<file path="src/rtl/difftest_int_wb_queue.sv">
// Integer writeback event queue: up to two events per cycle into a circular FIFO, drained one per cycle.
// Latency: one cycle from input to head, with no combinational input-to-output path.
// Backpressure: out_ready stalls the head; events beyond free space are dropped and counted.
// Optional DIFFTEST_WB_FILTER_X0_EN: discard address-0 events before enqueue.
module difftest_int_wb_queue #(
   parameter int DEPTH  = 8,
   parameter int DROP_W = 16
) (
   input  logic              clock,
   input  logic              reset,
   input  logic              flush,
   input  logic              in0_valid,
   input  logic [4:0]        in0_address,
   input  logic [63:0]       in0_data,
   input  logic              in1_valid,
   input  logic [4:0]        in1_address,
   input  logic [63:0]       in1_data,
   input  logic [7:0]        coreid,
   input  logic              out_ready,
   output logic              out_valid,
   output logic [4:0]        out_address,
   output logic [63:0]       out_data,
   output logic [7:0]        out_coreid,
   output logic              overflow,
   output logic [DROP_W-1:0] drop_cnt
);

   localparam int PW  = $clog2(DEPTH);
   localparam int CW  = PW + 1;
   localparam int DW1 = DROP_W + 1;

   logic [4:0]        addr_mem [DEPTH];
   logic [63:0]       data_mem [DEPTH];

   logic [PW-1:0]     rd_ptr_q, rd_ptr_d;
   logic [PW-1:0]     wr_ptr_q, wr_ptr_d;
   logic [CW-1:0]     count_q, count_d;
   logic              overflow_q, overflow_d;
   logic [DROP_W-1:0] drop_cnt_q, drop_cnt_d;

   logic              v0, v1;
   logic              deq;
   logic [CW-1:0]     space;
   logic              acc0, acc1;
   logic [1:0]        n_drop;
   logic [PW-1:0]     wr1_ptr;
   logic [DW1-1:0]    drop_sum;

`ifdef DIFFTEST_WB_FILTER_X0_EN
   assign v0 = in0_valid && (in0_address != 5'd0);
   assign v1 = in1_valid && (in1_address != 5'd0);
`else
   assign v0 = in0_valid;
   assign v1 = in1_valid;
`endif

   // A slot vacated by this cycle's dequeue is reusable by this cycle's enqueue.
   always_comb begin
      deq      = (count_q != '0) && out_ready;
      space    = CW'(DEPTH) - count_q + CW'(deq);
      acc0     = v0 && (space != '0);
      acc1     = v1 && (acc0 ? (space >= CW'(2)) : (space != '0));
      n_drop   = {1'b0, v0 && !acc0} + {1'b0, v1 && !acc1};
      wr1_ptr  = wr_ptr_q + PW'(acc0);
      drop_sum = {1'b0, drop_cnt_q} + DW1'(n_drop);

      count_d    = count_q;
      rd_ptr_d   = rd_ptr_q;
      wr_ptr_d   = wr_ptr_q;
      overflow_d = overflow_q;
      drop_cnt_d = drop_cnt_q;

      if (flush) begin
         count_d  = '0;
         rd_ptr_d = '0;
         wr_ptr_d = '0;
      end else begin
         count_d    = count_q + CW'(acc0) + CW'(acc1) - CW'(deq);
         rd_ptr_d   = rd_ptr_q + PW'(deq);
         wr_ptr_d   = wr_ptr_q + PW'(acc0) + PW'(acc1);
         overflow_d = overflow_q | (n_drop != 2'd0);
         drop_cnt_d = drop_sum[DROP_W] ? '1 : drop_sum[DROP_W-1:0];
      end
   end

   always_ff @(posedge clock or negedge reset) begin
      if (!reset) begin
         count_q    <= '0;
         rd_ptr_q   <= '0;
         wr_ptr_q   <= '0;
         overflow_q <= 1'b0;
         drop_cnt_q <= '0;
      end else begin
         count_q    <= count_d;
         rd_ptr_q   <= rd_ptr_d;
         wr_ptr_q   <= wr_ptr_d;
         overflow_q <= overflow_d;
         drop_cnt_q <= drop_cnt_d;
      end
   end

   // Payload storage carries no reset; contents only matter behind count_q.
   always_ff @(posedge clock) begin
      if (!flush) begin
         if (acc0) begin
            addr_mem[wr_ptr_q] <= in0_address;
            data_mem[wr_ptr_q] <= in0_data;
         end
         if (acc1) begin
            addr_mem[wr1_ptr] <= in1_address;
            data_mem[wr1_ptr] <= in1_data;
         end
      end
   end

   assign out_valid   = (count_q != '0);
   assign out_address = addr_mem[rd_ptr_q];
   assign out_data    = data_mem[rd_ptr_q];
   assign out_coreid  = coreid;
   assign overflow    = overflow_q;
   assign drop_cnt    = drop_cnt_q;

endmodule

</file>
<file path="config.mk">
export PLATFORM = sky130hd
export DESIGN_NAME = difftest_int_wb_queue
export DESIGN_NICKNAME = d
export VERILOG_FILES = /design/src/rtl/difftest_int_wb_queue.sv
export SDC_FILE = /design/constraint.sdc
export NUM_CORES = 1
export LEC_CHECK = 0
export CORE_ASPECT_RATIO = 1.75
export CORE_UTILIZATION = 40
export DETAILED_ROUTE_END_ITERATION = 12
export GPL_ROUTABILITY_DRIVEN = 0
export SLEW_MARGIN = 20
export SYNTH_ARGS = -nofsm -noshare
export SYNTH_HDL_FRONTEND = slang
export SYNTH_SLANG_ARGS = --single-unit
</file>
<file path="constraint.sdc">
create_clock -name clock -period 17.2 [get_ports clock]
set_input_delay 3.44 -clock clock [delete_from_list [all_inputs] [get_ports clock]]
set_output_delay 3.44 -clock clock [all_outputs]
set_load 0.005 [all_outputs]
</file>
==> results of run 1 <==
-- kinds of logic after synthesis --
family                     Yosys count  share of synthesized area
xor gates and xnor gates            13                    0.00433
muxes                              763                      0.358
and+or+nand+nor                     79                     0.0143
DFF                                579                      0.579
AOI/OAI and AO/OA                   34                    0.00781
adders and majority gates           20                    0.00916
buffers and inverters              125                     0.0273
-- worst paths after layout --
| check | start | depth (start not counted) | end | slack, ns |
|---|---|---|---|---|
| max | out_ready | 16 | data_mem[0][1] | 8.86 |
| min | overflow | 1 | overflow | 0.51 |
| max reg2reg | count_q[2] | 19 | data_mem[0][1] | 11.34 |
| min reg2reg | overflow | 1 | overflow | 0.51 |
| max in group asynchronous | reset | 2 | rd_ptr_q[2] | 13.67 |
| min in group asynchronous | reset | 2 | drop_cnt[6] | 3.21 |
-- flip-flops by register name (all words and copies together), names as in the netlist --
signal,count
addr_mem,40
count_q,4
data_mem,512
drop_cnt,16
overflow,1
rd_ptr_q,3
wr_ptr_q,3
-- cell type report --
| type | count | share of cell area |
|---|---|---|
| Sequential cell | 579 | 0.497 |
| Multi-Input combinational cell | 909 | 0.342 |
| Timing Repair Buffer | 266 | 0.0764 |
| Clock buffer | 67 | 0.0403 |
| Tap cell | 938 | 0.0338 |
| Clock inverter | 32 | 0.00833 |
| Inverter | 14 | 0.00151 |
| Antenna cell | 1 | 0.0000721 |
-- cells in the mapped netlist (3+ instances only) --
library cell,n,share of area
a21oi_1,9,0.0015
a31oi_1,3,0.00063
and3_1,6,0.0013
and4_1,4,0.0012
buf_1,3,0.00038
buf_12,14,0.0094
buf_2,57,0.0096
buf_4,8,0.0020
clkbuf_1,27,0.0034
dfrtp_1,27,0.023
edfxtp_1,552,0.56
fa_1,3,0.0020
ha_1,17,0.0071
inv_1,14,0.0018
mux2_1,25,0.0095
mux2_2,459,0.17
mux2_4,138,0.070
mux2i_1,3,0.0010
mux4_2,138,0.10
nand2_1,18,0.0023
nand3_1,8,0.0013
nand4_1,5,0.0011
nor2_1,16,0.0020
nor2b_1,7,0.0015
nor3_1,4,0.00067
o21ai_0,5,0.00084
o21bai_1,8,0.0020
xnor2_1,7,0.0021
xor2_1,4,0.0012
-- through the flow --
| step | hold WS [ns] | cell area, sq um |
|---|---|---|
| floorplan | 0.468 | 29800 |
| global placement | 0.465 | 32900 |
| detailed placement | 0.473 | 33000 |
| CTS | 0.507 | 34700 |
| global route | 0.543 | 34700 |
| finish | 0.506 | 34700 |
-- layer usage --
layer / track usage / share of wire / routed length, um
met2: 0.364 / 0.52 / 39700
met3: 0.0343 / 0.046 / 3480
met1: 0.249 / 0.41 / 31100
met4: 0.0604 / 0.025 / 1870
met5: 0 / 0.0014 / 105
-- power by group --
part	internal (mW)	total (mW)	switching, mW	leakage [nW]
clock	0.652	1.18	0.533	0.823
combinational	0.746	1.42	0.672	5.21
sequential	1.79	1.86	0.0758	5.35
==> results.json, run 1 <==
{
  "clkTransAtPathRegs_ns": 0.07,
  "fp.coreArea_sq_um": 73800,
  "cp_num_buf_inv": 6,
  "drt.antenna.violating_nets": 0,
  "drt-total-wl_mm": 76.2,
  "grt_pass1_vias": 17500,
  "slew_headroom": 0.284,
  "gr-usage-all-layers": 0.203,
  "cts_sinks": 579,
  "yosysWarnings": 0,
  "fmax_mhz": 120,
  "dp_slack_ns": 8.21,
  "hold_class": "reg -> reg",
  "synthToLayoutAreaGrowth_pct": 16.5,
  "die_area_sq_um": 75600,
  "cp_slowest_cell": "buf_4",
  "crit_path_start_kind": "primary input",
  "path_cells": "clkdlybuf4s50_1 > nand2_1 > ha_1 > inv_1 > ha_1 > or3b_2 > o21ai_1 > buf_4 > inv_1 > ha_1 > nor3b_1 > nand2_1 > a211oi_4 > buf_4 > o21bai_4 > buf_4",
  "fill_cells": 6212,
  "fin_nets": 1996,
  "layout-drive-gt1-share": 0.464,
  "htree_levels": 2,
  "clockBufferDepth": 3,
  "yosysUniqueCellTypes": 48,
  "via_count": 15900,
  "dpl.cell_count": 2705,
  "rsz0062_at_grt": "no",
  "outcome": "finished clean",
  "cp.required_ns": 17.43,
  "power_density_nw_per_um2": 129,
  "dieWidth_um": 208,
  "synth_sequential_area_ratio": 0.579,
  "routedWlPerCell_um": 27.2,
  "end_kind": "flop",
  "slowest_delay_ns": 0.72,
  "finClkSkew_ns": 0.0302,
  "final.setup.worst_slack_ns": 8.86,
  "cp.arrival_ns": 8.57,
  "p_leak_nw": 11.4,
  "portBuffers": 230,
  "worstPathMaxFanout": 43,
  "finalPower_mw": 4.47,
  "die_h_um": 363,
  "fin_util": 0.470,
  "start_util": 0.403,
  "via_per_inst": 5.66,
  "cts_buffers": 54,
  "grt_overflow": 0,
  "cts_tree": "built",
  "finalHoldViolCount": 0,
  "drt_pass1_iterations": 6,
  "post_cts_buffers": 0,
  "ir_drop_uv": 79.7,
  "synthesis.nets": 1785,
  "ctsResizeCount": 0,
  "finalSetupTns_ns": 0,
  "finalSetupViolations": 0,
  "drcViolationCount": 0,
  "critPathKind": "in -> reg",
  "fin_crit_sh": 0.485,
  "insertion_delay_ns": 0.63,
  "drt_iter0_markers": 869,
  "async_reset_ff_frac": 0.0466,
  "synth.avg_cell_area_sq_um": 18.5,
  "ios": 247,
  "seq_area_sq_um": 17300,
  "final_cell_mix": "552 x edfxtp_1, 459 x mux2_2, 230 x clkdlybuf4s50_1",
  "multi_input_area_sq_um": 11900,
  "syn_area_sq_um": 29800,
  "hold_buffers": 0,
  "worst_pin_slew_ns": 1.07,
  "critPathTopFamily": "buffers and inverters",
  "netlist_instances": 1613,
  "final_common_cell": "edfxtp_1",
  "grt_pass1_wl_mm": 113,
  "synth_seq_cells": 579,
  "synthFlopType": "edfxtp_1",
  "dpl.hpwl_mm": 44.2,
  "maxCapViolCount": 0,
  "final_cells": 2806,
  "slew_viol_final": 0,
  "antenna_found_initial": 9,
  "grt_max_degree": 53,
  "root_buffer": "clkbuf_16",
  "rows": 132,
  "min_period_ns": 8.34,
  "synth-edff-count": 552
}
No activity file was read; power rests on OpenSTA's default activity.
==> run 2, diff against run 1 <==
==> constraint.sdc (replaced) <==
create_clock -name clock -period 8.6 [get_ports clock]
set_input_delay 1.72 -clock clock [delete_from_list [all_inputs] [get_ports clock]]
set_output_delay 1.72 -clock clock [all_outputs]
set_load 0.005 [all_outputs]
==> run 2 against run 1 <==
Against the previous run:
- cell count grew 0.32%
- design area is 0.45% higher
- wire length rose by 5.5%
- sequential power up 99%
- sequential share of layout area decreased by 0.22 points
- critical path type unchanged
- highest routed layer unchanged
- flip-flop and latch count did not move
- power increased by 100%
- via count is 1.6% higher
- non-clock buffer count decreased by 1
==> results.json, run 2 (synthesis results as in run 1) <==
{
  "dieWidth_um": 208,
  "ir_drop_uv": 244,
  "grt_max_degree": 96,
  "drt-total-wl_mm": 80.4,
  "crit_start": "out_ready",
  "die_h_um": 363,
  "die_area_sq_um": 75600,
  "dpl.hpwl_mm": 44.9,
  "worst_pin_slew_ns": 1.06,
  "htree_levels": 2,
  "portBuffers": 230,
  "drt.antenna.violating_nets": 0,
  "hold_class": "reg -> reg",
  "post_cts_buffers": 0,
  "grt_pass1_wl_mm": 118,
  "cts_sinks": 579,
  "finalSetupTns_ns": 0,
  "maxCapViolCount": 0,
  "crit_end": "data_mem[3][61]",
  "fin_nets": 1998,
  "final_cell_mix": "552 x edfxtp_1, 459 x mux2_2, 230 x clkdlybuf4s50_1",
  "cp.required_ns": 8.96,
  "routedWlPerCell_um": 28.6,
  "fp.coreArea_sq_um": 73800,
  "largest_reg_flops": 512,
  "fin_crit_sh": 0.690,
  "reg2reg_depth": 18,
  "dpl.cell_count": 2705,
  "outcome": "finished clean",
  "fmax_mhz": 169,
  "finClkSkew_ns": 0.0185,
  "crit_path_start_kind": "primary input",
  "critPathKind": "in -> reg",
  "power_density_nw_per_um2": 261,
  "synthToLayoutAreaGrowth_pct": 17.1,
  "r2r-start": "count_q[2]",
  "antenna_found_initial": 17,
  "cp.arrival_ns": 6.30,
  "hold_buffers": 0,
  "dpl_cell_area_sq_um": 33100,
  "via_count": 16100,
  "ctsResizeCount": 0,
  "end_kind": "flop",
  "clkTransAtPathRegs_ns": 0.06,
  "fin_util": 0.472,
  "drcViolationCount": 0,
  "rows": 132,
  "fill_cells": 6274,
  "clockBufferDepth": 3,
  "drt_pass1_iterations": 7,
  "rsz0062_at_grt": "no",
  "regMostFlops": "data_mem",
  "gr-usage-all-layers": 0.214,
  "finalSetupViolations": 0,
  "insertion_delay_ns": 0.62,
  "worstPathMaxFanout": 38,
  "via_per_inst": 5.74,
  "final_cells": 2815,
  "slew_viol_final": 0,
  "final_common_cell": "edfxtp_1",
  "p_leak_nw": 11.4,
  "cts_tree": "built",
  "drt_iter0_markers": 1050,
  "postLayoutCellArea_sq_um": 34900,
  "ios": 247,
  "root_buffer": "clkbuf_16",
  "slew_headroom": 0.294,
  "start_util": 0.403,
  "r2r_setup_slack_ns": 3.39,
  "min_period_ns": 5.93,
  "cts_buffers": 57,
  "layout-drive-gt1-share": 0.466,
  "grt_overflow": 0,
  "grt_pass1_vias": 17700,
  "worst_r2r_endpoint": "data_mem[3][61]",
  "finalHoldViolCount": 0
}
run 2: changes by cell type in the layout (fill, tap and decap cells not counted), sizes merged:
cell,change
diode,+5
clkinvlp,+1
bufinv,-1
clkinv,+2
buf,-1
clkbuf,+3
run 2: stage by stage:
stage          total power, mW  setup WS (ns)  hold slack, ns
2_1_floorplan             5.52          0.117           0.468
3_3_place_gp              6.68           1.99           0.474
3_5_place_dp              6.74           2.03           0.467
4_1_cts                   9.23           2.70           0.485
5_1_grt                   9.47           2.50           0.534
6_report                  9.08           2.67           0.483
run 2: worst max-delay path, cell delays in order:
cell and delay [ns]:
clkdlybuf4s50_1 0.46, nand2_1 0.08, ha_1 0.21, inv_1 0.07, ha_1 0.25, or3b_2 0.50
o21ai_2 0.14, inv_1 0.06, ha_1 0.18, ha_1 0.23, xor2_2 0.22, nor2_1 0.16
o211a_4 0.72, buf_4 0.85, mux2_4 0.35
run 2: where the power goes:
part / switching (mW) / internal (mW) / leakage (nW) / total, mW
sequential: 0.133 / 3.57 / 5.35 / 3.71
clock: 1.10 / 1.37 / 0.870 / 2.47
combinational: 1.41 / 1.50 / 5.22 / 2.91
run 2: cell type report:
type	instances	area (sq um)	area share
Clock inverter	34	267	0.00764
Clock buffer	70	1520	0.0435
Sequential cell	579	17300	0.495
Multi-Input combinational cell	909	11900	0.341
Antenna cell	6	15.0	0.000431
Tap cell	938	1170	0.0337
Timing Repair Buffer	265	2690	0.0770
Inverter	14	52.6	0.00151
run 2: worst min path at each step:
| stage | startpoint | end | slack [ns] | depth (start not counted) |
|---|---|---|---|---|
| 2_1_floorplan | overflow | overflow | 0.47 | 1 |
| 3_3_place_gp | overflow | overflow | 0.47 | 1 |
| 3_5_place_dp | overflow | overflow | 0.47 | 1 |
| 4_1_cts | overflow | overflow | 0.49 | 1 |
| 5_1_grt | overflow | overflow | 0.53 | 1 |
| 6_report | overflow | overflow | 0.48 | 1 |
run 2: metal layers:
metal,track usage,share of wire,vias up
met3,0.0414,0.056,139
li1,-,-,6987
met1,0.257,0.40,8521
met2,0.383,0.52,476
met4,0.0709,0.027,22
met5,0,0.0018,-
==> run 3, diff against run 2 <==
==> constraint.sdc (replaced) <==
create_clock -name clock -period 5.7 [get_ports clock]
set_input_delay 1.14 -clock clock [delete_from_list [all_inputs] [get_ports clock]]
set_output_delay 1.14 -clock clock [all_outputs]
set_load 0.005 [all_outputs]
==> run 3 against run 2 <==
Against the previous run:
- clock-buffer cell count is 5 higher
- setup slack worse by 1.6 ns
- wire length decreased by 2.8%
==> results.json, run 3 (synthesis results as in run 1) <==
{
  "drt_iter0_markers": 873,
  "sequentialPowerShare": 0.414,
  "cp.required_ns": 6.07,
  "layout-drive-gt1-share": 0.469,
  "cp_num_buf_inv": 4,
  "die_area_sq_um": 75600,
  "fin_nets": 2011,
  "fmax_mhz": 215,
  "grt_pass1_vias": 17700,
  "finalHoldViolCount": 0,
  "share_clk_of_total_power": 0.258,
  "dp_slack_ns": 0.436,
  "via_per_inst": 5.66,
  "grt_overflow": 0,
  "insertion_delay_ns": 0.63,
  "final_cell_mix": "552 x edfxtp_1, 459 x mux2_2, 230 x clkdlybuf4s50_1",
  "hold-worst-slack_ns": 0.483,
  "path_cells": "clkdlybuf4s50_1 > nand2_1 > ha_1 > inv_1 > ha_1 > or3b_2 > o21ai_2 > inv_1 > ha_1 > nor3b_1 > nand2_1 > a211oi_4 > buf_12 > mux2_2",
  "regMostFlops": "data_mem",
  "ir_drop_uv": 252,
  "cp.arrival_ns": 5.02,
  "drcViolationCount": 0,
  "via_count": 16000,
  "worstPathMaxFanout": 69,
  "final.setup.worst_slack_ns": 1.05,
  "multi_input_area_sq_um": 11900,
  "grt_pass1_wl_mm": 116,
  "outcome": "finished clean",
  "ios": 247,
  "slew_headroom": 0.350,
  "portBuffers": 230,
  "cts_tree": "built",
  "finalPower_mw": 13.6,
  "final_common_cell": "edfxtp_1",
  "sw_frac_of_total": 0.291,
  "start_util": 0.403,
  "grt_max_degree": 70,
  "htree_levels": 2,
  "power_density_nw_per_um2": 387,
  "p_int_mw": 9.64,
  "slowest_delay_ns": 0.50,
  "end_kind": "flop",
  "root_buffer": "clkbuf_16",
  "seq_area_sq_um": 17300,
  "routedWlPerCell_um": 27.7,
  "finClkSkew_ns": 0.0166,
  "gr-usage-all-layers": 0.209,
  "die_h_um": 363,
  "fp.coreArea_sq_um": 73800,
  "synthToLayoutAreaGrowth_pct": 17.9,
  "drt_pass1_iterations": 7,
  "crit_path_start_kind": "primary input",
  "fill_cells": 6252,
  "dpl.hpwl_mm": 45.2,
  "cp_slowest_cell": "or3b_2",
  "hold_buffers": 0,
  "clockBufferDepth": 3,
  "worst_pin_slew_ns": 0.973,
  "cpMostUsedCell": "ha_1",
  "hold_class": "reg -> reg",
  "clkTransAtPathRegs_ns": 0.06,
  "maxCapViolCount": 0,
  "antenna_found_initial": 9,
  "post_cts_buffers": 0,
  "cts_buffers": 56,
  "dieWidth_um": 208,
  "min_period_ns": 4.65,
  "fin_crit_sh": 0.816,
  "rsz0062_at_grt": "no",
  "critPathKind": "in -> reg",
  "cts_sinks": 579,
  "largest_reg_flops": 512,
  "ctsResizeCount": 0,
  "drt-total-wl_mm": 78.2,
  "p_leak_nw": 11.5,
  "p_comb_frac": 0.328,
  "slew_viol_final": 0,
  "rows": 132,
  "p_switching_mw": 3.95,
  "finalSetupViolations": 0,
  "fin_util": 0.476,
  "drt.antenna.violating_nets": 0,
  "critPathTopFamily": "simple AND/OR/NAND/NOR gates"
}
[run 3: changes by cell type in the layout (fill, tap and decap cells not counted), sizes merged, moves of 4 or more]
| cell | delta |
|---|---|
| clkbuf | +5 |
| clkinv | -4 |
| bufinv | -4 |
| diode | -4 |
| buf | +14 |
[run 3: final timing paths]
kind,start,end,slack (ns),depth (start not counted)
hold / removal,overflow,overflow,0.48,1
max in group asynchronous,reset,rd_ptr_q[2],4.48,2
setup reg to reg,count_q[3],data_mem[0][54],1.26,17
setup / recovery,out_ready,data_mem[0][54],1.05,14
min in group asynchronous,reset,drop_cnt[7],0.90,2
hold reg to reg,overflow,overflow,0.48,1
[run 3: stage by stage]
| step | setup TNS, ns | instances | instance area [sq um] |
|---|---|---|---|
| final | 0 | 2822 | 35100 |
| after global routing | 0 | 2821 | 35100 |
| after CTS | 0 | 2819 | 35100 |
| after detailed placement | 0 | 2718 | 33400 |
| after global placement | 0 | 2718 | 33400 |
| after floorplan | -273.41 | 1613 | 29800 |
[run 3: power by group through the flow]
stage | combinational [mW] | clock, mW | sequential, mW
final | 4.46 | 3.51 | 5.63
after global routing | 4.77 | 3.75 | 5.68
after CTS | 4.55 | 3.61 | 5.64
after detailed placement | 4.52 | 0 | 5.73
after global placement | 4.48 | 0 | 5.69
after floorplan | 2.68 | 0 | 5.64
[run 3: area by class of cell]
cell class,instances,area share
Timing Repair Buffer,279,0.0875
Multi-Input combinational cell,909,0.339
Tap cell,938,0.0334
Clock inverter,26,0.00363
Sequential cell,579,0.492
Inverter,14,0.00150
Clock buffer,75,0.0437
Antenna cell,2,0.000142
[run 3: layer usage]
layer  routed length (um)  part of all wire  track usage
met2                40200              0.51        0.371
met3                 3120             0.040       0.0337
met1                32800              0.42        0.262
met5                  103            0.0013            0
met4                 1930             0.025       0.0594
